### config.mk
export PLATFORM = sky130hd
export DESIGN_NAME = stub_feed_fifo
export DESIGN_NICKNAME = d
export VERILOG_FILES = /design/src/rtl/stub_feed_fifo.sv
export SDC_FILE = /design/constraint.sdc
export NUM_CORES = 1
export LEC_CHECK = 0
export ABC_CLOCK_PERIOD_IN_PS = 5200
export CAP_MARGIN = 40
export CORE_MARGIN = 5
export CORE_UTILIZATION = 45
export DETAILED_ROUTE_END_ITERATION = 7
export PLACE_DENSITY = 0.76
export SLEW_MARGIN = 20
export SYNTH_ARGS = -nofsm -noshare
export SYNTH_HDL_FRONTEND = slang
export SYNTH_SLANG_ARGS = --single-unit
### constraint.sdc
create_clock -name clk -period 5.2 [get_ports clk]
set_clock_uncertainty 0.15 [all_clocks]
set_input_delay 0.78 -clock clk [delete_from_list [all_inputs] [get_ports clk]]
set_output_delay 0.78 -clock clk [all_outputs]
set_load 0.01 [all_outputs]
### src/rtl/stub_feed_fifo.sv
// -----------------------------------------------------------------------------
// stub_feed_fifo
//
// Small synchronous FIFO that buffers bytes from an upstream valid/ready
// producer and presents them to a downstream valid/ready consumer. Outputs are
// driven from registered state only: there is no same-cycle bypass from
// s_data_i to m_data_o, and no combinational path from m_ready_i to s_ready_o.
//
// Parameters
//   WIDTH      data width in bits
//   DEPTH      number of storage entries (power of two, >= 2)
//
// Ports
//   clk        single clock, all state updates on the rising edge
//   rst_n      synchronous active-low reset
//   s_valid_i  upstream byte offered
//   s_data_i   upstream byte
//   s_ready_o  FIFO can accept a byte (== !full_o)
//   m_valid_o  head byte presented downstream (== !empty_o)
//   m_data_o   head byte (reads 0 while empty)
//   m_ready_i  downstream consumer accepts the head byte
//   level_o    number of stored entries, 0..DEPTH
//   full_o     level_o == DEPTH
//   empty_o    level_o == 0
// -----------------------------------------------------------------------------
module stub_feed_fifo #(
  parameter int WIDTH = 8,
  parameter int DEPTH = 4
) (
  input  logic                     clk,
  input  logic                     rst_n,
  input  logic                     s_valid_i,
  input  logic [WIDTH-1:0]         s_data_i,
  output logic                     s_ready_o,
  output logic                     m_valid_o,
  output logic [WIDTH-1:0]         m_data_o,
  input  logic                     m_ready_i,
  output logic [$clog2(DEPTH):0]   level_o,
  output logic                     full_o,
  output logic                     empty_o
);

  localparam int AW = $clog2(DEPTH);
  localparam int LW = AW + 1;

  localparam logic [AW-1:0] PTR_ONE = AW'(1);
  localparam logic [LW-1:0] LVL_ONE = LW'(1);
  localparam logic [LW-1:0] LVL_MAX = LW'(DEPTH);

  logic [WIDTH-1:0] mem_q [DEPTH];

  logic [AW-1:0] wr_ptr_q, wr_ptr_d;
  logic [AW-1:0] rd_ptr_q, rd_ptr_d;
  logic [LW-1:0] level_q,  level_d;

  logic push;
  logic pop;

  // Status flags come straight from the level counter, so they change on
  // the same edge as the push or pop that moves the level.
  assign full_o    = (level_q == LVL_MAX);
  assign empty_o   = (level_q == '0);
  assign level_o   = level_q;
  assign s_ready_o = !full_o;
  assign m_valid_o = !empty_o;

  // Storage is not cleared by reset, so the head is masked while empty to
  // keep m_data_o at 0 after reset instead of showing stale contents.
  assign m_data_o  = empty_o ? '0 : mem_q[rd_ptr_q];

  assign push = s_valid_i && s_ready_o;
  assign pop  = m_valid_o && m_ready_i;

  // NOTE: every signal written here gets its default first, so no path
  // leaves it unassigned and no latch is inferred.
  always_comb begin
    wr_ptr_d = wr_ptr_q;
    rd_ptr_d = rd_ptr_q;
    level_d  = level_q;

    // Pointers are exactly log2(DEPTH) bits wide, so the increment wraps
    // modulo DEPTH on its own.
    if (push) wr_ptr_d = wr_ptr_q + PTR_ONE;
    if (pop)  rd_ptr_d = rd_ptr_q + PTR_ONE;

    unique case ({push, pop})
      2'b10:   level_d = level_q + LVL_ONE;
      2'b01:   level_d = level_q - LVL_ONE;
      default: level_d = level_q;  // idle, or push and pop together
    endcase
  end

  // NOTE: sequential state uses non-blocking assignments so every register
  // samples its next-state value from before the edge.
  always_ff @(posedge clk) begin
    if (!rst_n) begin
      wr_ptr_q <= '0;
      rd_ptr_q <= '0;
      level_q  <= '0;
    end else begin
      wr_ptr_q <= wr_ptr_d;
      rd_ptr_q <= rd_ptr_d;
      level_q  <= level_d;
    end
  end

  // NOTE: the storage array has no reset; pointers and level define what is
  // valid, so clearing the array would only add reset fan-out. Writes are
  // blocked on the reset edge so a reset never stores a byte.
  always_ff @(posedge clk) begin
    if (rst_n && push) begin
      mem_q[wr_ptr_q] <= s_data_i;
    end
  end

endmodule

==> Word-level counts from Yosys, hierarchy flattened <==
Memories as Yosys holds them, arrays and structs flattened. A register that Yosys moved wholly into a read port is not among the register bits.
Index checks and enable logic that the tools add are counted.
{ "word_totals": {"regBits": 7, "latchBits": 0, "mem_bits_rw": 32, "mem_bits_ro": 0, "input_bits": 12, "elab_cells": 24, "mem_count": 1} }
{ "memory_table": {"columns": ["memory", "depth", "word_bits", "rd", "rd_clocked_by_memory_dff", "write_ports", "line_no", "source"], "rows": [
  ["mem_q", 4, 8, 1, 1, 1, "50", "logic [WIDTH-1:0] mem_q [DEPTH];"]
]} }
{ "op_classes": {"n_addsub": 4, "mul": 0, "div_mod_pow": 0, "magnitude_cmp": 0, "n_eq_ne": 3, "shifts": 0, "mux": 6, "bitwise_logic": 0, "n_reduce_logical": 7} }
{ "ops": {"columns": ["cell", "count"], "rows": [
  ["$mux 8", 1],
  ["$pmux 3 s2", 1],
  ["$add 2x1->2 const B", 2],
  ["$mux 2", 2],
  ["$add 3x1->3 const B", 1],
  ["$eq 3x3->1 const B", 1],
  ["$logic_and 1x1->1", 3],
  ["$logic_not 3->1", 1],
  ["$sub 3x1->3 const B", 1],
  ["$eq 2x1->1 const B", 1],
  ["$eq 2x2->1 const B", 1],
  ["$logic_not 1->1", 2],
  ["$mux 1", 2],
  ["$reduce_bool 2->1", 1]
]} }

==> Logic depth before layout (Yosys ltp) <==
{ "depth": {"word_depth": 6, "ltp_mapped": 12} }

==> Worst setup path before layout <==
OpenSTA, ideal clock, no wires.
{ "synth_path": {"path_kind": "input port to flip-flop", "from": "input s_valid_i", "to": "register level_q[2] (netlist: level_o[2])", "setup_ps": 70, "t_arrival_ps": 2213, "t_required_ps": 4980, "slack_ps": 2767, "stages": 9, "n_path_buf": 1, "cell_sequence": "nor2b_1 -> buf_4 -> inv_2 -> ha_1 -> inv_1 -> fa_1 -> xor2_1 -> or3_1 -> a21boi_1"} }
{ "synth_between": {"elab_chain_cells": 3} }
{ "synth_rtl": {"columns": ["item", "line_no", "source"], "rows": [
  ["from (decl)", "32", "input logic s_valid_i,"],
  ["$logic_and 1x1->1 *", "71", "assign push = s_valid_i && s_ready_o;"],
  ["$eq 2x1->1 / $eq 2x2->1 (equally long branches)", "86", "unique case ({push, pop})"],
  ["$pmux 3 s2 / $reduce_bool 2->1 (equally long branches)", null, null],
  ["to (signal assigned)", "103", "level_q <= level_d;"],
  ["to (decl)", "54", "logic [LW-1:0] level_q, level_d;"]
]} }
Mark *: on every way between the ends. The rest lies on a longest branch, timed or not.
A chain may end at the register's enable or synchronous reset.

==> results.yml <==
route:
  vias: 931
  wire_per_inst_microns: 15.35
  drt-pass1-iter-count: 4
  final_antenna_net_count: 0
  viasPerCell: 5.032
  dr.first_iter.drc_count: 50
  drc: 0
  totalWireLength_microns: 2839
timing:
  setup_tns_ns: 0
  setup_viol: 0
  fmax_ghz: 0.3262
  period_needed_ns: 3.066
  relSlewSlack_pct: 64.12
  drv_slew: 0
  setup_ws_ns: 2.134
  fin_crit_sh_pct: 58.95
  worst_pin_slew_ns: 0.5374
  grt_setup_unrepaired: "no"
  hold_viol_final: 0
cts:
  cts_buffers: 5
  clk_latency_ns: 0.28
  cts_tree: "done"
  cts_resized: 0
  htree_levels: 2
  cts_buffer_depth: 2
  clk_pin_slew_ns: 0.07
  cts_setup_buffers: 0
  clock_sinks: 41
  cts_root_buf: "clkbuf_8"
  cts-hold-fix-buffers: 0
cells_and_area:
  n_antenna_cell: 0
  nFillCells: 307
  register_area_sq_mm: 0.001141
  drive_gt1_share_pct: 21.90
  syn_to_final_growth_pct: 23.45
  final_design_area_no_fill_sq_mm: 0.002193
  instances_no_fill: 185
  multi_input_area_sq_um: 576.8
  num-nets-final: 154
synthesis:
  synthCells: 107
  synth.avg_cell_area_sq_um: 16.60
  netlist_area_sq_mm: 0.001777
  synth_fp_nets: 125
  ys_seq_area_share_pct: 64.23
  synth_cell_types: 26
  synth_top_area_cell: "edfxtp_1"
  synth_ff_type: "edfxtp_1"
  synthArstFlopShare_pct: 0
  netlist_top_cells_count: "edfxtp_1, dfxtp_1, mux4_2, nor2b_4, nand2_1"
  ys_ff_latch: 41
  synth_edf_count: 32
  yosys_warnings: 0
  synthMostInstantiatedCell: "edfxtp_1"
  synth_top_area_share_pct: 54.08
  netlist_top_cells_area: "edfxtp_1, dfxtp_1, mux4_2"
min_path:
  worstHoldEndpoint: "rd_ptr_q[1]$_SDFFE_PN0N_"
  min_from: "rd_ptr_q[1]$_SDFFE_PN0N_"
  min-delay-path-class: "reg -> reg"
  min_path_cells: 2
floorplanning:
  initial_core_util_pct: 47.46
  die_h_microns: 72.84
  std_cell_rows: 22
  io_pins: 27
  die-area_sq_mm: 0.005305
  coreArea_sq_mm: 0.003744
  die_w_microns: 72.84
power_and_ir_drop:
  pwr-share-clk_pct: 21.4
  internal_power_uw: 794.1
  powerDensity_mw_per_mm2: 518.2
  ir_drop_mv: 0.3597
  p_leak_nw: 0.7687
  finalPower_mw: 1.137
  seqPwrFrac_pct: 38.1
  p_comb_share_pct: 40.5
  sw_frac_of_total_pct: 30.13
  p_sw_uw: 342.5
grt:
  met3_usage_pct: 3.857
  grt_pass1_vias: 994
  grt_max_degree: 15
  grt_usage_pct: 11.97
  grt_pass1_wl_microns: 4678
  use_met1_pct: 14.18
  met2_usage_pct: 20.34
  grt.busiest_layer: "met2"
  antenna_found_initial: 0
  globalRouteOverflowTotal: 0
place:
  place_ws_ns: 2.189
  hpwl_microns: 2005
  io_buffers: 26
  post-place-cells: 177
  dpl_cell_area_sq_mm: 0.002083
  gp_congestion: 0.7600
critical_path:
  r2r-start: "level_o[0]$_SDFFE_PN0P_"
  r2r_slack_ns: 2.83
  worst-setup-path-type: "reg -> out"
  rr_endpoint: "level_o[2]$_SDFFE_PN0P_"
  cp.arrival_ns: 2.14
  cp_max_fo: 8
  reg2regPathDepth: 11
  cp-end-kind: "output port"
  worst_ep_required_time_ns: 4.27
  startpoint_type: "flip-flop"
job:
  maxCapViolations: 0
status:
  status: "finished, final reports clean"
## worst max-delay path: stages, from the launching register on
cell and delay, ns:
dfxtp_1 0.66, mux4_2 0.57, nor2b_4 0.14, clkdlybuf4s50_1 0.48
## cells in the final DEF, fill, tap and decap left out, drive strengths merged
cell type	instances
nand3	1
inv	8
and3	4
xor2	1
nand2	7
ha	5
a21boi	2
nor3	1
buf	1
mux4	8
dfxtp	9
edfxtp	32
clkinvlp	1
and2	2
fa	1
mux2i	2
o21ai	5
xnor2	1
or3	2
clkinv	1
nor2b	10
nand4bb	1
bufinv	1
clkdlybuf4s50	26
clkbuf	5
## per-stage QoR
stage | utilization (%) | hold WS [ns]
floorplan | - | 0.3060
finish | 58.59 | 0.3458
detailed placement | 55.65 | 0.3288
global placement | 55.25 | 0.3171
CTS | 58.59 | 0.3442
global route | 58.59 | 0.3714
## state kept, by name (all words and copies together), names as in the netlist, named ones only
name	flops
level_o	3
rd_ptr_q	2
mem_q	32
wr_ptr_q	2
## cell families (layout without fill, tap and decap cells)
kind of cell,Yosys count,after routing,share of synthesized area [%]
compound gates,7,7,2.253
xor+xnor,2,2,0.9861
fa+ha+maj,6,6,4.648
buf+inv,13,43,3.661
flops,41,41,64.23
mux,10,10,11.27
simple gates,28,28,12.96
## per-layer routing
layer,part of all wire [%],up-vias
met1,43,456
met2,50,27
li1,-,444
met3,5.9,4
met5,0,-
met4,0.95,0
## power groups by stage
stage	Combinational (mW)	Clock, mW	Sequential (mW)
after floorplan	0.294	0	0.419
after global placement	0.439	0	0.437
after detailed placement	0.463	0	0.442
after CTS	0.470	0.252	0.435
after global routing	0.496	0.270	0.440
final	0.461	0.243	0.433
## cell type report
type | instances | area share [%]
clock buffers | 5 | 3.137
clock inverters | 3 | 1.882
inverters | 8 | 1.369
multi-input cells | 53 | 26.30
flip-flops and latches | 41 | 52.02
well taps | 48 | 2.738
repair buffers | 27 | 12.55
## worst max-delay path by stage
stage / to / cells past startpoint / from / slack (ns)
2_1_floorplan: level_o[2]$_SDFFE_PN0P_ / 9 / s_valid_i / 2.77
3_3_place_gp: level_o[2]$_SDFFE_PN0P_ / 8 / m_ready_i / 2.30
3_5_place_dp: level_o[2]$_SDFFE_PN0P_ / 8 / m_ready_i / 2.19
4_1_cts: m_data_o[6] / 3 / flip-flop / 2.05
5_1_grt: m_data_o[6] / 3 / flip-flop / 1.97
6_report: m_data_o[6] / 3 / flip-flop / 2.13
Power figures use the tool's default switching activity.
